### config.mk
export PLATFORM = sky130hd
export DESIGN_NAME = conv_frame_tx
export DESIGN_NICKNAME = d
export VERILOG_FILES = /design/src/rtl/conv_frame_tx.sv
export SDC_FILE = /design/constraint.sdc
export NUM_CORES = 1
export LEC_CHECK = 0
export ABC_CLOCK_PERIOD_IN_PS = 3500
export BUFFER_PORTS_ARGS = -buffer_cell sky130_fd_sc_hd__buf_4
export CORE_ASPECT_RATIO = 2
export CORE_MARGIN = 5
export CORE_UTILIZATION = 50
export CTS_CLUSTER_SIZE = 16
export DETAILED_ROUTE_END_ITERATION = 12
export PLACE_DENSITY = 0.67
export SLEW_MARGIN = 0
export SYNTH_ARGS = -nofsm -noshare
export SYNTH_HDL_FRONTEND = slang
export SYNTH_SLANG_ARGS = --single-unit
### constraint.sdc
create_clock -name clk_i -period 3.5 [get_ports clk_i]
set_clock_uncertainty 0.2 [all_clocks]
set_input_delay 0.35 -clock clk_i [delete_from_list [all_inputs] [get_ports clk_i]]
set_output_delay 0.35 -clock clk_i [all_outputs]
set_load 0.01 [all_outputs]
### src/rtl/conv_frame_tx.sv
// Tags the decimated convolution pixel stream with sof/eol/eof frame position and
// buffers the tagged pixels in a show-ahead FIFO that feeds a ready/valid consumer.
module conv_frame_tx #(
    parameter int WIDTH  = 320,
    parameter int HEIGHT = 180,
    parameter int DEPTH  = 16
) (
    input  logic                     clk_i,
    input  logic                     rst_i,
    input  logic                     valid_i,
    input  logic [7:0]               pixel_i,
    output logic                     m_valid_o,
    input  logic                     m_ready_i,
    output logic [7:0]               m_data_o,
    output logic                     m_sof_o,
    output logic                     m_eol_o,
    output logic                     m_eof_o,
    output logic [$clog2(DEPTH):0]   level_o,
    output logic                     overflow_o,
    output logic [15:0]              drop_cnt_o,
    output logic [15:0]              frame_cnt_o,
    output logic                     frame_done_o,
    output logic                     fsm_state
);

    // Output handshake: an entry moves from the FIFO head to the consumer on every
    // rising edge where m_valid_o && m_ready_i; m_valid_o never waits for m_ready_i,
    // and the head (data and tags) holds while m_valid_o && !m_ready_i.

    localparam int AW = $clog2(DEPTH);
    localparam int XW = (WIDTH > 1) ? $clog2(WIDTH) : 1;
    localparam int YW = (HEIGHT > 1) ? $clog2(HEIGHT) : 1;

    typedef enum logic {
        IDLE   = 1'b0,
        ACTIVE = 1'b1
    } state_t;

    state_t          state_q, state_d;
    logic [XW-1:0]   x_q, x_d;
    logic [YW-1:0]   y_q, y_d;
    logic            tag_sof, tag_eol, tag_eof;

    logic [10:0]     mem [DEPTH];
    logic [AW-1:0]   rd_ptr, wr_ptr;
    logic [10:0]     head;
    logic            full, push, pop, drop;

    assign tag_sof = (x_q == '0) && (y_q == '0);
    assign tag_eol = (x_q == XW'(WIDTH - 1));
    assign tag_eof = tag_eol && (y_q == YW'(HEIGHT - 1));

    // Position advances on every input pixel, dropped or not, so tags stay aligned.
    always_comb begin
        state_d = state_q;
        x_d     = x_q;
        y_d     = y_q;
        if (valid_i) begin
            if (tag_eol) begin
                x_d = '0;
                y_d = tag_eof ? '0 : y_q + 1'b1;
            end else begin
                x_d = x_q + 1'b1;
            end
            case (state_q)
                IDLE:    if (!tag_eof) state_d = ACTIVE;
                ACTIVE:  if (tag_eof)  state_d = IDLE;
                default: state_d = IDLE;
            endcase
        end
    end

    always_ff @(posedge clk_i) begin
        if (rst_i) begin
            state_q <= IDLE;
            x_q     <= '0;
            y_q     <= '0;
        end else begin
            state_q <= state_d;
            x_q     <= x_d;
            y_q     <= y_d;
        end
    end

    assign fsm_state = (state_q == ACTIVE);

    assign full      = (level_o == (AW + 1)'(DEPTH));
    assign m_valid_o = (level_o != '0);
    assign pop       = m_valid_o && m_ready_i;
    assign push      = valid_i && (!full || pop);
    assign drop      = valid_i && full && !pop;

    // Storage needs no reset: outputs are forced to zero while the FIFO is empty.
    always_ff @(posedge clk_i) begin
        if (push) begin
            mem[wr_ptr] <= {tag_eof, tag_eol, tag_sof, pixel_i};
        end
    end

    assign head     = mem[rd_ptr];
    assign m_data_o = m_valid_o ? head[7:0] : 8'h00;
    assign m_sof_o  = m_valid_o && head[8];
    assign m_eol_o  = m_valid_o && head[9];
    assign m_eof_o  = m_valid_o && head[10];

    always_ff @(posedge clk_i) begin
        if (rst_i) begin
            rd_ptr       <= '0;
            wr_ptr       <= '0;
            level_o      <= '0;
            overflow_o   <= 1'b0;
            drop_cnt_o   <= 16'h0000;
            frame_cnt_o  <= 16'h0000;
            frame_done_o <= 1'b0;
        end else begin
            if (push) wr_ptr <= wr_ptr + 1'b1;
            if (pop)  rd_ptr <= rd_ptr + 1'b1;
            if (push && !pop) begin
                level_o <= level_o + 1'b1;
            end else if (pop && !push) begin
                level_o <= level_o - 1'b1;
            end
            if (drop) begin
                overflow_o <= 1'b1;
                if (drop_cnt_o != 16'hFFFF) drop_cnt_o <= drop_cnt_o + 16'h0001;
            end
            frame_done_o <= pop && head[10];
            if (pop && head[10]) frame_cnt_o <= frame_cnt_o + 16'h0001;
        end
    end

endmodule

==> flow_metrics.py, run 1 <==
metrics = {
    "power_and_ir_drop": {
        "p_leak_nw": 3.96,
        "p_per_area_nw_per_um2": 617,
        "vdd_drop_max_uv": 486,
    },
    "synthesis": {
        "synth_flop_cell": "edfxtp_1",
        "synthCells": 651,
        "async_flop_share": 0,
        "ys_ff_latch": 245,
        "avgSynthCellArea_sq_um": 15.3,
        "synth.distinct_cells": 43,
        "synth-edff-count": 176,
        "synth_nets": 679,
        "ys.warnings.count": 0,
        "netlist_area_sq_um": 9990,
        "seq_area_frac_synth": 0.667,
    },
    "clock_tree": {
        "insertion_delay_ps": 510,
        "clk_path_buf_depth": 3,
        "cts.repair.resized": 0,
        "root_buffer": "clkbuf_16",
        "cts_setup_buffers": 0,
        "cts.sinks": 245,
        "cts_inserted_buffers": 21,
        "htree_levels": 1,
        "clkTransAtPathRegs_ps": 70,
        "cts_tree": "built",
    },
    "critical_path": {
        "cp_data_arrival_time_ps": 2740,
        "critPathKind": "flop to output port",
        "r2r_slack_ps": 550,
        "timing.rr.end": "level_o[4]$_SDFFE_PP0P_",
        "cp_max_fo": 17,
        "worstRegToRegCells": 11,
        "endpoint_kind": "output port",
        "cp-start-kind": "flop",
        "worstPathRequired_ps": 2950,
        "reg2reg_from": "level_o[0]$_SDFFE_PP0P_",
    },
    "cells_and_area": {
        "diodes": 0,
        "fin_area_sq_um": 11700,
        "fillers": 1545,
        "multi_input_area_sq_um": 3160,
        "area_growth_pct": 17.3,
        "drive_gt1_frac": 0.254,
        "fin_nets": 772,
        "regArea_sq_um": 6670,
    },
    "min_path": {
        "hold_class": "input pin to flop",
        "hold-path-endpoint": "y_q[0]$_SDFFE_PP0P_",
        "holdCritStartpoint": "rst_i",
        "holdPathStages": 2,
    },
    "timing": {
        "fin_tns_setup_ps": 0,
        "post-route-period-util": 0.941,
        "final-hold-violation-count": 0,
        "fmax_mhz": 304,
        "setup-violations-final": 0,
        "min_period_ps": 3290,
        "rsz0062_at_grt": "false",
        "final-max-slew-violation-count": 0,
        "worst_hold_slack_ps": 142,
        "maxSlewHeadroom": 0.425,
        "max_slew.worst_pin.slew_ps": 860,
    },
    "global_routing": {
        "grt_pass1_wl_um": 33800,
        "grt_pass1_vias": 6022,
        "grt_overflow": 0,
        "grt_max_degree": 64,
        "gr-usage-all-layers": 0.196,
        "antenna_found_initial": 0,
    },
    "placed_design": {
        "portBuffers": 63,
        "gp_congestion": 0.830,
        "placed_area_sq_um": 10900,
        "hpwl_um": 15100,
    },
    "die": {
        "core_area_sq_um": 19800,
        "die-area_sq_um": 23100,
        "io_pins": 64,
        "start_util": 0.504,
        "num_rows": 73,
        "die-width_um": 110,
        "die_h_um": 210,
    },
    "drt": {
        "avgViaCountPerCell": 5.67,
        "drtIter0Drc": 329,
        "dr.pass1.iters": 5,
        "wirelength_um": 21900,
        "ant_nets": 0,
        "wl_per_cell_um": 21.5,
        "drc": 0,
        "vias": 5784,
    },
    "run_status": {
        "outcome": "finished, final reports clean",
    },
    "flow_run": {
        "maxCapViolCount": 0,
    },
}
synth_stat cells, types with 2 or more instances:
library cell,instances,area (sq um)
a21o_1,3,22.5
a21oi_1,20,100
and2_1,15,93.8
and3_1,4,25.0
and4_1,5,43.8
buf_1,9,33.8
buf_2,3,15.0
clkbuf_1,18,67.6
dfxtp_1,69,1380
edfxtp_1,176,5290
ha_1,15,188
inv_1,15,56.3
mux2i_1,5,50.1
mux4_2,55,1240
nand2_1,23,86.3
nand2b_1,2,12.5
nand3_1,13,65.1
nand4_1,21,131
nor2_1,66,248
nor2b_1,4,25.0
nor3_1,17,85.1
nor3b_1,2,15.0
nor4_1,8,50.1
o21ai_0,12,60.1
o31ai_1,2,15.0
or2_2,3,18.8
or3_1,8,50.1
or4_1,3,22.5
xnor2_1,19,166
xor2_1,23,201
area by class of cell:
class | count | share of cell area
repair buffers | 101 | 0.0688
multi-input cells | 360 | 0.270
inverters | 15 | 0.00481
clock buffers | 26 | 0.0473
clock inverters | 12 | 0.0121
well taps | 262 | 0.0280
flip-flops and latches | 245 | 0.569
sequential cells by signal (all words and copies together), names as in the netlist, named ones only:
signal and cells:
drop_cnt_o 16, frame_cnt_o 16, frame_done_o 1, fsm_state 1
level_o 5, mem 176, overflow_o 1, rd_ptr 4
wr_ptr 4, x_q 9, y_q 8
routing by layer:
metal | vias to the layer above | track usage | share of wire
met5 | - | 0 | 0
met4 | 0 | 0.0702 | 0.032
met3 | 41 | 0.0234 | 0.041
met2 | 148 | 0.363 | 0.56
met1 | 2937 | 0.228 | 0.37
li1 | 2658 | - | -
repair_timing:
action	4_1_cts	5_1_grt
endpoints found under the hold margin	130	0
endpoints found under the setup margin	0	0
hold buffers	9	0
worst max-delay path by stage:
| stage | from | end | slack [ps] |
|---|---|---|---|
| after floorplan | level_o[0]$_SDFFE_PP0P_ | level_o[4]$_SDFFE_PP0P_ | 450 |
| after global placement | level_o[0]$_SDFFE_PP0P_ | level_o[4]$_SDFFE_PP0P_ | 660 |
| after detailed placement | level_o[0]$_SDFFE_PP0P_ | level_o[4]$_SDFFE_PP0P_ | 590 |
| after CTS | flop | m_eof_o | 120 |
| after global routing | flop | m_eof_o | 50 |
| final | flop | m_data_o[7] | 210 |
power by group:
part | switching, mW | internal [mW] | total, mW
clock | 1.01 | 1.35 | 2.36
combinational | 0.685 | 0.822 | 1.51
sequential | 0.145 | 3.21 | 3.35
placed cells by master (no fill, tap or decap), drive strengths merged, types with 8 or more instances in the layout:
cell type and instances:
edfxtp 176, xnor2 19, mux4 55, clkbuf 26, xor2 23, nand2 23, nor3 17, dlygate4sd3 9
nand3 14, or3 8, inv 16, nand4 21, dfxtp 69, ha 15, nor4 9, and2 15
nor2 66, buf 92, o21ai 12, a21oi 20
logic make-up after synthesis:
family                     count (synthesis)  synth area share
AOI/OAI and AO/OA                         41            0.0228
xor gates and xnor gates                  42            0.0368
DFF                                      245             0.667
muxes                                     61             0.130
adders and majority gates                 16            0.0208
and+or+nand+nor                          200             0.104
buffers and inverters                     46            0.0180
through the flow:
| step | setup slack [ps] | instances | util | total power, mW |
|---|---|---|---|---|
| 2_1_floorplan | 454 | 651 | - | 4.40 |
| 3_3_place_gp | 660 | 974 | 0.551 | 4.90 |
| 3_5_place_dp | 586 | 974 | 0.551 | 4.95 |
| 4_1_cts | 124 | 1021 | 0.591 | 7.32 |
| 5_1_grt | 49.9 | 1021 | 0.591 | 7.56 |
| 6_report | 207 | 1021 | 0.591 | 7.22 |
worst max-delay path, stage by stage (launching register included):
cell	delay [ps]
dfxtp_2	590
buf_12	240
mux4_2	510
mux4_2	540
and2_1	200
buf_4	140
Power figures use the tool's default switching activity.
==> run 2: changes to the inputs <==
--- a/config.mk
+++ b/config.mk
@@ -5,6 +5,7 @@
 export SDC_FILE = /design/constraint.sdc
 export NUM_CORES = 1
 export LEC_CHECK = 0
+export ABC_AREA = 1
 export ABC_CLOCK_PERIOD_IN_PS = 3500
 export BUFFER_PORTS_ARGS = -buffer_cell sky130_fd_sc_hd__buf_4
 export CORE_ASPECT_RATIO = 2
@@ -13,7 +14,6 @@
 export CTS_CLUSTER_SIZE = 16
 export DETAILED_ROUTE_END_ITERATION = 12
 export PLACE_DENSITY = 0.67
-export SLEW_MARGIN = 0
 export SYNTH_ARGS = -nofsm -noshare
 export SYNTH_HDL_FRONTEND = slang
 export SYNTH_SLANG_ARGS = --single-unit
==> run 2 against run 1 <==
Net effect: synthesized area rose by 6.6%; non-clock buffer count is 6 lower; routed wire length rose by 11%; sequential cell count is the same; hold slack worse by 96 ps; critical path type unchanged; critical endpoint is now m_data_o[2]; largest power group unchanged.
==> flow_metrics.py, run 2 <==
metrics = {
    "critical_path": {
        "worstRegToRegCells": 15,
        "path_cells": "buf_4 > inv_1 > nand2_1 > nand2_1 > nand2_1 > a21oi_1 > buf_4",
        "worstPathRequired_ps": 2950,
        "max_stage_delay_ps": 750,
        "reg2reg_from": "level_o[0]$_SDFFE_PP0P_",
        "endpoint_kind": "output port",
        "cp_data_arrival_time_ps": 2540,
        "timing.rr.end": "level_o[4]$_SDFFE_PP0P_",
        "crit_top_cell": "nand2_1",
        "cp-endpoint": "m_data_o[2]",
        "critPathKind": "flop to output port",
        "crit_slowest_cell": "inv_1",
        "cp-start-kind": "flop",
        "r2r_slack_ps": 720,
        "cp_max_fo": 23,
    },
    "clock_tree": {
        "cts_inserted_buffers": 21,
        "cts_tree": "built",
        "htree_levels": 1,
        "cts.sinks": 245,
        "root_buffer": "clkbuf_16",
        "insertion_delay_ps": 500,
        "clk_path_buf_depth": 3,
        "clkTransAtPathRegs_ps": 70,
        "cts_setup_buffers": 0,
    },
    "die": {
        "die-area_sq_um": 24500,
        "die-width_um": 113,
        "core_area_sq_um": 21000,
        "num_rows": 75,
        "die_h_um": 216,
        "io_pins": 64,
        "start_util": 0.506,
    },
    "drt": {
        "wl_per_cell_um": 17.3,
        "drc": 0,
        "ant_nets": 0,
        "vias": 7740,
        "avgViaCountPerCell": 5.47,
        "wirelength_um": 24400,
        "dr.pass1.iters": 5,
        "drtIter0Drc": 427,
    },
    "timing": {
        "fmax_mhz": 323,
        "setup-violations-final": 0,
        "rsz0062_at_grt": "false",
        "post-route-period-util": 0.884,
        "maxSlewHeadroom": 0.346,
        "final-max-slew-violation-count": 0,
        "fin_tns_setup_ps": 0,
        "min_period_ps": 3090,
        "final-hold-violation-count": 0,
        "max_slew.worst_pin.slew_ps": 981,
    },
    "synthesis": {
        "synth-edff-count": 176,
        "synth_flop_cell": "edfxtp_1",
        "synth_top_area_frac": 0.497,
        "ys_ff_latch": 245,
        "synth_area_leaders": "edfxtp_1, dfxtp_1, nor2_1, nand2_1, o21ai_0",
        "synth_nets": 1089,
        "synthCells": 1061,
        "yosysMostFrequentCell": "nor2_1",
        "async_flop_share": 0,
        "synthMuxAreaShare": 0,
        "synth_xor_area_frac": 0.0165,
        "post_synth_and_or_nand_nor_area_fraction": 0.184,
        "avgSynthCellArea_sq_um": 10.0,
        "synth_top_family_by_area": "simple AND/OR/NAND/NOR gates",
        "seq_area_frac_synth": 0.626,
        "synth.distinct_cells": 41,
        "yosys.area_share.adder": 0.0195,
        "synth_common_cells": "nor2_1, edfxtp_1, nand2_1",
        "synth-compound-area-share": 0.104,
        "netlist_area_sq_um": 10600,
        "yosys.area.top_type": "edfxtp_1",
        "ys.warnings.count": 0,
    },
    "power_and_ir_drop": {
        "p_per_area_nw_per_um2": 617,
        "power_frac_comb": 0.244,
        "vdd_drop_max_uv": 590,
        "fin_total_pwr_mw": 7.53,
        "power_frac_seq": 0.437,
        "internal-power_mw": 5.27,
        "netSwitchingPower_mw": 2.26,
        "swShare": 0.300,
        "p_clk_frac": 0.319,
        "p_leak_nw": 4.43,
    },
    "cells_and_area": {
        "reg_top3": "mem (176), drop_cnt_o (16), frame_cnt_o (16)",
        "final_cell_mix": "nor2_1, edfxtp_1, nand2_1, o21ai_0, buf_4",
        "multi_input_area_sq_um": 3460,
        "area_growth_pct": 14.6,
        "fin_nets": 1159,
        "diodes": 0,
        "regMostFlops": "mem",
        "drive_gt1_frac": 0.127,
        "fillers": 1866,
        "regArea_sq_um": 6670,
        "largest_reg_flops": 176,
        "layout_commonest_cell": "nor2_1",
    },
    "placed_design": {
        "gp_congestion": 0.864,
        "portBuffers": 63,
        "hpwl_um": 15800,
    },
    "min_path": {
        "hold_class": "input pin to flop",
        "holdCritStartpoint": "rst_i",
    },
    "run_status": {
        "outcome": "finished, final reports clean",
    },
    "global_routing": {
        "grt_pass1_wl_um": 38800,
        "antenna_found_initial": 0,
        "grt_pass1_vias": 7484,
        "grt_overflow": 0,
        "gr-usage-all-layers": 0.198,
        "grt_max_degree": 89,
    },
    "flow_run": {
        "maxCapViolCount": 0,
    },
}
==> run 2: cell families after synthesis <==
group | count (synthesis)
adders and majority gates | 16
xor gates and xnor gates | 20
buffers and inverters | 119
and+or+nand+nor | 463
DFF | 245
AOI/OAI and AO/OA | 198
==> run 2: power groups by stage <==
stage                     Sequential, mW  Clock, mW  Combinational (mW)
after floorplan                     3.36          0                1.23
after global placement              3.35          0                1.81
after detailed placement            3.35          0                1.83
after CTS                           3.29       2.45                1.85
after global routing                3.30       2.58                2.05
final                               3.29       2.40                1.84
==> run 2: area by class of cell <==
class | instances | share of cell area
flip-flops and latches | 245 | 0.547
multi-input cells | 697 | 0.283
repair buffers | 95 | 0.0624
clock buffers | 25 | 0.0443
well taps | 269 | 0.0276
inverters | 71 | 0.0221
clock inverters | 12 | 0.0136
==> run 2: worst max-delay path: cells and delay by family (launching register included) <==
kind	cells	cell delay, ps
buffers and inverters	3	1120
and+or+nand+nor	3	410
DFF	1	300
AOI/OAI and AO/OA	1	190
==> run 2: metal layers <==
metal	up-vias	GRT usage	wire, um
li1	3787	-	-
met1	3703	0.221	9070
met2	197	0.378	13400
met3	53	0.0223	1140
met4	0	0.0778	791
met5	-	0	0
==> run 2: through the flow <==
stage / std cells / worst slack (ps) / hold slack [ps] / util / instance area (sq um)
after CTS: 1414 / 412 / 29.1 / 0.580 / 12200
after detailed placement: 1368 / 761 / 263 / 0.542 / 11400
final: 1414 / 406 / 45.9 / 0.580 / 12200
after global placement: 1368 / 823 / 259 / 0.542 / 11400
after floorplan: 1061 / 978 / 236 / - / 10600
after global routing: 1414 / 242 / 61.1 / 0.580 / 12200
==> run 2: what timing repair did <==
action | CTS | global route
hold buffers | 9 | 0
hold endpoints to repair | 132 | 0
gates resized for setup | 0 | 0
==> run 2: how the worst min path moves through the flow <==
| stage | to | depth (start not counted) |
|---|---|---|
| 2_1_floorplan | flop | 2 |
| 3_3_place_gp | rd_ptr[3]$_SDFFE_PP0N_ | 2 |
| 3_5_place_dp | flop | 2 |
| 4_1_cts | level_o[0]$_SDFFE_PP0P_ | 2 |
| 5_1_grt | level_o[0]$_SDFFE_PP0P_ | 2 |
| 6_report | x_q[2]$_SDFFE_PP0P_ | 2 |
